===== src/rtl/traffic_pkg.sv =====
// Shared types and constants for the traffic phase scheduler.
// Holds the phase state encoding, preempt source encoding, lamp codes,
// approach indices, the latched preempt record and a one-hot helper.
package traffic_pkg;

    localparam int unsigned CNT_W   = 5;
    localparam int unsigned DIR_W   = 2;
    localparam int unsigned NUM_DIR = 4;

    typedef enum logic [1:0] {
        ALL_RED = 2'd0,
        GREEN   = 2'd1,
        YELLOW  = 2'd2,
        PREEMPT = 2'd3
    } state_t;

    // Encoding order is priority order: lower value wins.
    typedef enum logic [1:0] {
        SRC_EMRG   = 2'd0,
        SRC_ALERT1 = 2'd1,
        SRC_ALERT2 = 2'd2
    } src_t;

    localparam logic [1:0] LAMP_RED    = 2'b00;
    localparam logic [1:0] LAMP_GREEN  = 2'b01;
    localparam logic [1:0] LAMP_YELLOW = 2'b10;

    localparam logic [DIR_W-1:0] DIR_N = 2'd0;
    localparam logic [DIR_W-1:0] DIR_E = 2'd1;
    localparam logic [DIR_W-1:0] DIR_S = 2'd2;
    localparam logic [DIR_W-1:0] DIR_W_IDX = 2'd3;

    // Preempt source and target captured on PREEMPT entry.
    typedef struct packed {
        src_t             src;
        logic [DIR_W-1:0] dir;
    } preempt_t;

    function automatic logic [NUM_DIR-1:0] dir_onehot(input logic [DIR_W-1:0] d);
        dir_onehot = NUM_DIR'(1) << d;
    endfunction

endpackage


===== src/rtl/traffic_rr_pick.sv =====
// Combinational round-robin picker.
// Scans ptr+1, ptr+2, ptr+3, ptr (mod 4) and returns the first requester.
//   ptr  : index of the approach served last
//   req  : per-approach demand, bit0=N .. bit3=W
//   next : chosen approach index (equals ptr when nothing requests)
//   any  : at least one requester
module traffic_rr_pick
    import traffic_pkg::*;
(
    input  logic [DIR_W-1:0]   ptr,
    input  logic [NUM_DIR-1:0] req,
    output logic [DIR_W-1:0]   next,
    output logic               any
);

    logic [DIR_W-1:0] idx;

    // Walk from the farthest offset down so the nearest requester wins.
    always_comb begin
        next = ptr;
        idx  = ptr;
        any  = |req;
        for (int i = NUM_DIR; i >= 1; i--) begin
            idx = ptr + DIR_W'(i);
            if (req[idx]) begin
                next = idx;
            end
        end
    end

endmodule


===== src/rtl/traffic_phase_scheduler.sv =====
// Four-way intersection phase scheduler.
// Serves one approach at a time in round-robin order among approaches with
// sensor demand, with minimum-green gap-out, yellow and all-red clearance,
// and emergency / police preemption.
//   clk, rst            : clock, asynchronous active-low reset
//   sensor_*            : per-approach demand levels
//   emrg, alert1, alert2: preempt requests (priority in that order)
//   pre_dir             : preempt target approach
//   grant, lamp         : served approach (one-hot) and its lamp code
//   all_red             : nothing green or yellow
//   ambulance, police   : active preempt flags
//   count               : current state down-counter
//   phase_done          : one-cycle pulse on YELLOW -> ALL_RED
module traffic_phase_scheduler
    import traffic_pkg::*;
#(
    parameter int unsigned GREEN_T   = 20,
    parameter int unsigned MIN_T     = 6,
    parameter int unsigned YELLOW_T  = 4,
    parameter int unsigned ALLRED_T  = 2,
    parameter int unsigned PREEMPT_T = 10
) (
    input  logic               clk,
    input  logic               rst,
    input  logic               sensor_north,
    input  logic               sensor_east,
    input  logic               sensor_south,
    input  logic               sensor_west,
    input  logic               emrg,
    input  logic               alert1,
    input  logic               alert2,
    input  logic [DIR_W-1:0]   pre_dir,
    output logic [NUM_DIR-1:0] grant,
    output logic [1:0]         lamp,
    output logic               all_red,
    output logic               ambulance,
    output logic               police,
    output logic [CNT_W-1:0]   count,
    output logic               phase_done
);

    localparam logic [CNT_W-1:0] GREEN_LOAD  = CNT_W'(GREEN_T - 1);
    localparam logic [CNT_W-1:0] YELLOW_LOAD = CNT_W'(YELLOW_T - 1);
    localparam logic [CNT_W-1:0] ALLRED_LOAD = CNT_W'(ALLRED_T - 1);
    localparam logic [CNT_W-1:0] PRE_LOAD    = CNT_W'(PREEMPT_T - 1);
    // Gap-out allowed once at least MIN_T green cycles have elapsed.
    localparam logic [CNT_W-1:0] GAP_LIM     = CNT_W'(GREEN_T - MIN_T);

    state_t             state_q, state_d;
    logic [CNT_W-1:0]   count_q, count_d;
    logic [DIR_W-1:0]   ptr_q, ptr_d;
    preempt_t           pre_q, pre_d;
    logic [NUM_DIR-1:0] grant_q, grant_d;
    logic [1:0]         lamp_q, lamp_d;
    logic               all_red_q, all_red_d;
    logic               ambulance_q, ambulance_d;
    logic               police_q, police_d;
    logic               phase_done_q, phase_done_d;

    logic [NUM_DIR-1:0] sensors;
    logic               pre_req;
    src_t               cur_src;
    logic               src_active;
    logic [DIR_W-1:0]   rr_next;
    logic               rr_any;

    assign sensors = {sensor_west, sensor_south, sensor_east, sensor_north};
    assign pre_req = emrg | alert1 | alert2;

    // Highest-priority active request.
    always_comb begin
        cur_src = SRC_ALERT2;
        if (emrg) begin
            cur_src = SRC_EMRG;
        end else if (alert1) begin
            cur_src = SRC_ALERT1;
        end
    end

    // Whether the latched preempt source is still asserted.
    always_comb begin
        src_active = 1'b0;
        case (pre_q.src)
            SRC_EMRG:   src_active = emrg;
            SRC_ALERT1: src_active = alert1;
            SRC_ALERT2: src_active = alert2;
            default:    src_active = 1'b0;
        endcase
    end

    traffic_rr_pick u_rr_pick (
        .ptr  (ptr_q),
        .req  (sensors),
        .next (rr_next),
        .any  (rr_any)
    );

    // Next-state, counter, pointer and preempt latch.
    always_comb begin
        state_d = state_q;
        count_d = count_q;
        ptr_d   = ptr_q;
        pre_d   = pre_q;

        case (state_q)
            ALL_RED: begin
                if (count_q != '0) begin
                    count_d = count_q - CNT_W'(1);
                end else if (pre_req) begin
                    state_d = PREEMPT;
                    pre_d   = '{src: cur_src, dir: pre_dir};
                    count_d = PRE_LOAD;
                end else if (rr_any) begin
                    state_d = GREEN;
                    ptr_d   = rr_next;
                    count_d = GREEN_LOAD;
                end
            end

            GREEN: begin
                if (pre_req && (cur_src != SRC_ALERT2) && (pre_dir == ptr_q)) begin
                    // Target is already green: hand over without clearance.
                    state_d = PREEMPT;
                    pre_d   = '{src: cur_src, dir: pre_dir};
                    count_d = PRE_LOAD;
                end else if (pre_req || (count_q == '0) ||
                             (!sensors[ptr_q] && (count_q <= GAP_LIM))) begin
                    state_d = YELLOW;
                    count_d = YELLOW_LOAD;
                end else begin
                    count_d = count_q - CNT_W'(1);
                end
            end

            YELLOW: begin
                if (count_q == '0) begin
                    state_d = ALL_RED;
                    count_d = ALLRED_LOAD;
                end else begin
                    count_d = count_q - CNT_W'(1);
                end
            end

            PREEMPT: begin
                if (pre_req && (cur_src < pre_q.src)) begin
                    if ((pre_q.src != SRC_ALERT2) && (pre_dir == pre_q.dir)) begin
                        pre_d.src = cur_src;
                        count_d   = PRE_LOAD;
                    end else if (pre_q.src == SRC_ALERT2) begin
                        // Nothing is lit during all-stop, so no yellow is needed.
                        state_d = ALL_RED;
                        count_d = ALLRED_LOAD;
                    end else begin
                        state_d = YELLOW;
                        count_d = YELLOW_LOAD;
                    end
                end else if (src_active) begin
                    count_d = PRE_LOAD;
                end else if (count_q != '0) begin
                    count_d = count_q - CNT_W'(1);
                end else if (pre_q.src == SRC_ALERT2) begin
                    state_d = ALL_RED;
                    count_d = ALLRED_LOAD;
                end else begin
                    state_d = YELLOW;
                    count_d = YELLOW_LOAD;
                end
            end

            default: begin
                state_d = ALL_RED;
                count_d = ALLRED_LOAD;
            end
        endcase
    end

    // Outputs decoded from the next state so they register alongside it.
    always_comb begin
        grant_d      = '0;
        lamp_d       = LAMP_RED;
        ambulance_d  = 1'b0;
        police_d     = 1'b0;
        phase_done_d = (state_q == YELLOW) && (state_d == ALL_RED);

        case (state_d)
            GREEN: begin
                grant_d = dir_onehot(ptr_d);
                lamp_d  = LAMP_GREEN;
            end
            YELLOW: begin
                // Keep whichever approach was green (sensor-served or preempt).
                grant_d = grant_q;
                lamp_d  = LAMP_YELLOW;
            end
            PREEMPT: begin
                if (pre_d.src != SRC_ALERT2) begin
                    grant_d = dir_onehot(pre_d.dir);
                    lamp_d  = LAMP_GREEN;
                end
                ambulance_d = (pre_d.src == SRC_EMRG);
                police_d    = (pre_d.src != SRC_EMRG);
            end
            default: begin
                grant_d = '0;
                lamp_d  = LAMP_RED;
            end
        endcase

        all_red_d = (lamp_d == LAMP_RED);
    end

    always_ff @(posedge clk or negedge rst) begin
        if (!rst) begin
            state_q      <= ALL_RED;
            count_q      <= ALLRED_LOAD;
            ptr_q        <= DIR_W_IDX;
            pre_q        <= '{src: SRC_EMRG, dir: DIR_N};
            grant_q      <= '0;
            lamp_q       <= LAMP_RED;
            all_red_q    <= 1'b1;
            ambulance_q  <= 1'b0;
            police_q     <= 1'b0;
            phase_done_q <= 1'b0;
        end else begin
            state_q      <= state_d;
            count_q      <= count_d;
            ptr_q        <= ptr_d;
            pre_q        <= pre_d;
            grant_q      <= grant_d;
            lamp_q       <= lamp_d;
            all_red_q    <= all_red_d;
            ambulance_q  <= ambulance_d;
            police_q     <= police_d;
            phase_done_q <= phase_done_d;
        end
    end

    assign grant      = grant_q;
    assign lamp       = lamp_q;
    assign all_red    = all_red_q;
    assign ambulance  = ambulance_q;
    assign police     = police_q;
    assign count      = count_q;
    assign phase_done = phase_done_q;

endmodule


===== config.mk =====
export PLATFORM = sky130hd
export DESIGN_NAME = traffic_phase_scheduler
export DESIGN_NICKNAME = d
export VERILOG_FILES = /design/src/rtl/traffic_pkg.sv /design/src/rtl/traffic_rr_pick.sv /design/src/rtl/traffic_phase_scheduler.sv
export SDC_FILE = /design/constraint.sdc
export NUM_CORES = 1
export LEC_CHECK = 0
export ABC_AREA = 1
export CAP_MARGIN = 20
export CORE_AREA = 2 2 52 103
export CTS_CLUSTER_SIZE = 28
export DETAILED_ROUTE_END_ITERATION = 12
export DIE_AREA = 0 0 54 105
export PLACE_DENSITY = 0.68
export SLEW_MARGIN = 25
export SYNTH_ARGS = -nofsm -noshare
export SYNTH_HDL_FRONTEND = slang
export SYNTH_SLANG_ARGS = --single-unit

===== constraint.sdc =====
create_clock -name clk -period 1.7 [get_ports clk]
set_input_delay 0.34 -clock clk [delete_from_list [all_inputs] [get_ports clk]]
set_output_delay 0.34 -clock clk [all_outputs]
set_load 0.01 [all_outputs]

# == Yosys cells after proc, flatten, opt, wreduce, memory -nomap -nowiden ==
# Cells that the tools add are included.
# classes
magnitude_cmp,6
add_sub_neg,4
n_eq_ne,14
mux,55
shift,2
reduce_logical,18
bitwise,2
# op_table
cell,n
2-bit 2-to-1 mux,23
5-bit 2-to-1 mux,9
4-bit 2-to-1 mux,5
5-bit case mux with 4 select lines,1
"2-bit by 3-bit < comparator with 1-bit output, second input constant",4
2-bit case mux with 3 select lines,2
4-bit case mux with 3 select lines,1
"2-bit == test, second input constant",5
2-bit zero test,5
1-bit binary-select mux with 2-bit select,4
2-bit case mux with 4 select lines,1
"1-bit by 2-bit left shift with 4-bit output, first input constant",2
1-bit 2-to-1 mux,7
"2-bit by 1-bit == test with 1-bit output, second input constant",3
1-bit logical AND,6
"2-bit inequality test, second input constant",3
"5-bit by 4-bit <= comparator with 1-bit output, second input constant",1
5-bit zero test,1
5-bit nonzero test,1
"5-bit by 1-bit subtractor with 5-bit output, second input constant",1
"2-bit adder, second input constant",2
2-bit == test,2
"4-bit inequality test, second input constant",1
2-bit case mux with 2 select lines,1
8 further kinds,10
# word_totals
inputBits,11
regBits,23
output_inout_bits,15

# == Logic depth before layout (Yosys ltp) ==
# logic_depth
depth_word,12
ltp_mapped,15

# == Hierarchy ==
# Synthesis repeated with hierarchy kept, for this count alone.
# hier_totals
cells_unflattened,294
area_unflattened_um2,2037.0
# by_module_without_submodules
mod,area_each_um2,instances,seq_area_each_um2,cells_each
traffic_phase_scheduler,1819.2,1,580.6,250
traffic_rr_pick,217.7,1,0.0,44

# == Worst setup path after synthesis ==
# OpenSTA, ideal clock, no wires.
# synth_path
path_type,reg2reg
startpoint,register count_q[0] (netlist: count[0])
endpoint,register all_red_q (netlist: all_red)
stages_incl_launch_ff,15
n_path_buf,0
synth_period_minus_slack_ns,1.871
arrival_time_ns,1.793
required_ns,1.623
slack_ns,-0.171
cell_sequence,dfstp_2 inv_1 ha_1 nand2_4 nor2_8 nand2_4 nand2_1 nand2_1 nand3_1 nor2_1 nor2_4 nand2_2 nand2_1 nand2_2 nor2_2
# synth_lines
element,line,rtl
from (decl),traffic_phase_scheduler.sv:50,"logic [CNT_W-1:0] count_q, count_d;"
from (signal assigned),traffic_phase_scheduler.sv:226,count_q <= count_d;
to (signal assigned),traffic_phase_scheduler.sv:231,all_red_q <= all_red_d;
to (decl),traffic_phase_scheduler.sv:55,"logic all_red_q, all_red_d;"

# == Final worst setup path ==
# layout_path
startpoint,register ptr_q[0]
endpoint,register grant_q[1] (netlist: grant[1])
# layout_between
elab_chain_len,12
word_cells_on_any_way,37
classes_between,add/sub (3); eq/ne (5); shift (2); mux (23); reduce/logical (4)
# layout_lines
element,line,rtl
from (decl),traffic_phase_scheduler.sv:51,"logic [DIR_W-1:0] ptr_q, ptr_d;"
from (signal assigned),traffic_phase_scheduler.sv:227,ptr_q <= ptr_d;
2-bit adder,traffic_rr_pick.sv:24,idx = ptr + DIR_W'(i);
1-bit binary-select mux with 2-bit select,traffic_rr_pick.sv:25,if (req[idx]) begin
1-bit 2-to-1 mux (implied by the code),traffic_rr_pick.sv:25,
2-bit 2-to-1 mux (3 in a row),traffic_rr_pick.sv:25,
2-bit 2-to-1 mux,traffic_phase_scheduler.sv:113,end else if (rr_any) begin
2-bit 2-to-1 mux,traffic_phase_scheduler.sv:109,end else if (pre_req) begin
2-bit 2-to-1 mux,traffic_phase_scheduler.sv:107,if (count_q != '0) begin
2-bit 2-to-1 mux,traffic_phase_scheduler.sv:105,case (state_q)
1-bit by 2-bit left shift with 4-bit output,traffic_pkg.sv:40,dir_onehot = NUM_DIR'(1) << d;
4-bit case mux with 3 select lines,traffic_phase_scheduler.sv:185,case (state_d)
to (signal assigned),traffic_phase_scheduler.sv:229,grant_q <= grant_d;
to (decl),traffic_phase_scheduler.sv:53,"logic [NUM_DIR-1:0] grant_q, grant_d;"
# Parallel ways exist; a longest one is shown, timed or not. The select of a mux whose other input is x is not followed.
# A chain may end at the register's enable or synchronous reset.

==> impl_metrics.toml <==
[global_routing]
grt_overflow = 0
global_route.usage.total_pct = 21.4
first_global_vias = 2106
first_pass_grt_wire_length_microns = 8940
number_of_antenna_violations_at_the_first_check_in_global_routing = 0
largest_net_degree_at_the_start_of_global_routing = 24

[clocking]
cts_buffer_depth = 2
cts_tree = "built"
cts_htree_levels = 1
ctsRootBufferMaster = "sky130_fd_sc_hd__clkbuf_8"
numClockSinks = 23
numCtsBuffers = 3
cts.hold.buffers_added = 0
worst_setup_hold_path_clk_slew_ps = 90
worstSkewPairLatency_ps = 280

[power]
internal_power_mw = 2.73
relative_contribution_of_combinational_cells_to_total_power_pct = 73.5
total_power_mw = 5.16
seq_power_share_pct = 19.5
worst_ir_drop_vdd_v = 0.000878
powerDensity_nw_per_um2 = 1710
share_clk_of_total_power_pct = 7.1
switchingPower_mw = 2.43
power_leakage_nw = 1.57
sw_frac_of_total_pct = 47.1

[sta]
worst_clock_skew_ps = 2.08
worst_slew_margin_rel_pct = 79.2
post-route-period-util_pct = 111
hold_ws_ps = 408
fin_crit_ps = 1880
final.setup.worst_slack_ps = -180
timing.final.setup_violations = 14
finalHoldViolations = 0
rsz0062_at_grt = "yes"
achievable-frequency_mhz = 532
worst_pin_slew_ps = 313
slew_viol_final = 0

[setup_path]
worst_path_largest_cell_delay_ps = 610
timing.critical_path.from_type = "flop"
worstPathMaxFanout = 5
worst_r2r_endpoint = "grant[1]$_DFFE_PN0P_"
cpLargestDelayFamily = "simple AND/OR/NAND/NOR gates"
arrival_ps = 2110
worst-r2r-cell-count = 10
crit_slowest_cell = "sky130_fd_sc_hd__dfstp_2"
crit_path_cell_trace = "inv_2 > nand2_2 > nand2_2 > o211ai_1 > nand3_2 > nand2_4 > nor2_8 > nor2_4 > nand3_1 > nand3_2"
critical_path_class = "flop to flop"
crit_path_end_kind = "flop"
critical_path.reg2reg.startpoint = "ptr_q[0]$_DFF_PN1_"
path_buf_inv = 1
cp.required_ps = 1930
r2r_setup_slack_ps = -180

[finish]
final_design_area_no_fill_sq_um = 3010
final_nets = 367
syn_to_final_growth_pct = 57.6
drive_gt1_share_pct = 52.8
num_antenna_cells = 0
layoutNonFillerInstCount = 409
final_util_pct = 61.9

[placement]
gp_routability_congestion = 0.925
numPortBuffers = 25
detailedPlacementHpwl_microns = 4030
dpl.cell_count = 391
postPlaceCellArea_sq_um = 2610

[logic_synthesis]
combinational_family_with_the_most_area_after_synthesis = "simple AND/OR/NAND/NOR gates"
yosys.area_share.simple_pct = 47.3
post_synth_main_area_contributors = "sky130_fd_sc_hd__dfrtp_1, sky130_fd_sc_hd__nand2_1, sky130_fd_sc_hd__nand3_1, sky130_fd_sc_hd__dfstp_2, sky130_fd_sc_hd__nand3_2"
yosys.area_share.xor_xnor_pct = 2.29
ys.warnings.count = 0
synth_seq_cells = 23
async_reset_ff_share_pct = 100
synth_sequential_area_ratio_pct = 30.4
netlist-cell-type-count = 35
yosys.area.top_type_share_pct = 24.9
post_synth_mux_area_share_pct = 0
synth_compound_area_share_pct = 9.04
post_synth_fa_ha_maj_area_fraction_pct = 1.96
dominantRegCellSynth = "sky130_fd_sc_hd__dfrtp_1"
synth_area_leader_cell = "sky130_fd_sc_hd__dfrtp_1"
synth.avg_cell_area_sq_um = 7.29
synth_enable_flop_cells = 0
synth_nets = 276
syn-cell-area_sq_um = 1910
post_synth_inst_count = 262

[routing]
vias_per_cell = 4.93
drt_wl_total_microns = 5510
route.detailed.drc = 0
drt-pass1-iter-count = 4
vias = 2015
drt.antenna.violating_nets = 0
drt_iter0_markers = 29
route.detailed.wl_per_inst_microns = 13.5

[die]
core_region_area_sq_um = 4860
fp-row-count = 36
die_area_sq_um = 5670
design.portCount = 26
die_width_microns = 54
chipHeight_microns = 105
initial_util_pct = 39.3

[min_path]
hold_path.class = "input port to async pin"

[run_status]
violations_in_the_final_reports = "negative setup slack"
status = "finished, violations left"

[job]
drv.max_cap_violation_count = 0
[routing by layer]
metal	part of all wire (%)	track usage [%]
met1	33	19.2
met2	59	40.9
met3	2.4	1.86
met4	5.3	13.6
met5	0	0
[synthesized netlist by cell type, types with 3 or more instances]
master and number:
sky130_fd_sc_hd__dfrtp_1 19, sky130_fd_sc_hd__nor2_4 6, sky130_fd_sc_hd__dfstp_2 4, sky130_fd_sc_hd__nor2_1 22, sky130_fd_sc_hd__nand2_2 10, sky130_fd_sc_hd__nand3_1 22, sky130_fd_sc_hd__nor2_8 3, sky130_fd_sc_hd__inv_1 25
sky130_fd_sc_hd__xnor2_1 3, sky130_fd_sc_hd__inv_2 13, sky130_fd_sc_hd__a21oi_1 10, sky130_fd_sc_hd__nand3_2 10, sky130_fd_sc_hd__nor3_1 5, sky130_fd_sc_hd__ha_1 3, sky130_fd_sc_hd__o21ai_0 5, sky130_fd_sc_hd__o21ai_2 3
sky130_fd_sc_hd__o21ai_1 4, sky130_fd_sc_hd__nand2_1 67, sky130_fd_sc_hd__nand2_4 4, sky130_fd_sc_hd__nor2_2 6
[cell families (layout without fill, tap and decap cells)]
group,Yosys count,in the layout
AND/OR/NAND/NOR,161,161
XOR/XNOR,5,5
AO/OA/AOI/OAI,27,27
buffers and inverters,43,133
flip-flops,23,23
adder cells (fa/ha/maj),3,3
[flip-flops by register name, indices dropped and copies added, names as in the netlist]
register	cells
count	5
pre_q	4
ptr_q	2
state_q	2
lamp	2
all_red	1
phase_done	1
grant	4
ambulance	1
police	1
[power by group through the flow]
stage               logic (mW)  registers, mW  clock network (mW)
detailed placement        3.15          0.993                   0
global route              4.11           1.03               0.398
CTS                       3.46           1.00               0.372
global placement          3.10          0.994                   0
floorplan                 1.91           1.03                   0
finish                    3.79           1.00               0.366
[how the worst max path moves through the flow]
stage | startpoint | end | slack [ps] | cells after the start
after floorplan | count[0]$_DFFE_PN1P_ | all_red$_DFF_PN1_ | -70 | 12
after global placement | emrg | grant[3]$_DFFE_PN0P_ | -610 | 14
after detailed placement | emrg | all_red$_DFF_PN1_ | -630 | 13
after CTS | count[0]$_DFFE_PN1P_ | grant[3]$_DFFE_PN0P_ | -170 | 11
after global routing | ptr_q[0]$_DFF_PN1_ | grant[1]$_DFFE_PN0P_ | -280 | 12
final | ptr_q[0]$_DFF_PN1_ | grant[1]$_DFFE_PN0P_ | -180 | 10
[placed cells by master, fill, tap and decap left out, types with 3 or more instances in the layout]
cell	Yosys	routed
sky130_fd_sc_hd__o21ai_2	3	10
sky130_fd_sc_hd__nand2_1	67	53
sky130_fd_sc_hd__nor3_2	1	3
sky130_fd_sc_hd__nor2_8	3	3
sky130_fd_sc_hd__nor2_2	6	8
sky130_fd_sc_hd__nand3_2	10	12
sky130_fd_sc_hd__dfstp_2	4	4
sky130_fd_sc_hd__clkdlybuf4s50_1	0	16
sky130_fd_sc_hd__ha_4	0	3
sky130_fd_sc_hd__a21oi_2	0	3
sky130_fd_sc_hd__nor2_4	6	11
sky130_fd_sc_hd__nand2_2	10	22
sky130_fd_sc_hd__nand3_1	22	18
sky130_fd_sc_hd__inv_2	13	19
sky130_fd_sc_hd__inv_1	25	18
sky130_fd_sc_hd__nand2_4	4	6
sky130_fd_sc_hd__a21oi_1	10	7
sky130_fd_sc_hd__nor3_1	5	3
sky130_fd_sc_hd__dfrtp_1	19	18
sky130_fd_sc_hd__nor2_1	22	15
sky130_fd_sc_hd__dlymetal6s2s_1	0	4
sky130_fd_sc_hd__clkbuf_8	0	3
sky130_fd_sc_hd__dlygate4sd2_1	0	5
sky130_fd_sc_hd__buf_4	2	60
sky130_fd_sc_hd__buf_6	0	4
[layout make-up]
class                      count  area, sq um
sequential                    23          582
clock buffer                   3         41.3
clock inverter                 1         5.00
multi-input combinational    196         1410
fill                         421         1850
timing repair buffer          89          749
tap                           57         71.3
inverter                      40          156
[stage by stage]
step                TNS, ps  setup slack (ps)
detailed placement    -9980              -634
finish                -1640              -180
CTS                   -1450              -166
global placement      -9510              -608
global route          -2720              -279
floorplan              -264             -68.1
[timing repair]
action / 4_1_cts / 5_1_grt
setup endpoints to repair: 23 / 19
resized for setup: 40 / 35
setup buffers: 5 / 10
pin swaps: 24 / 23
No activity file was read; power rests on OpenSTA's default activity.
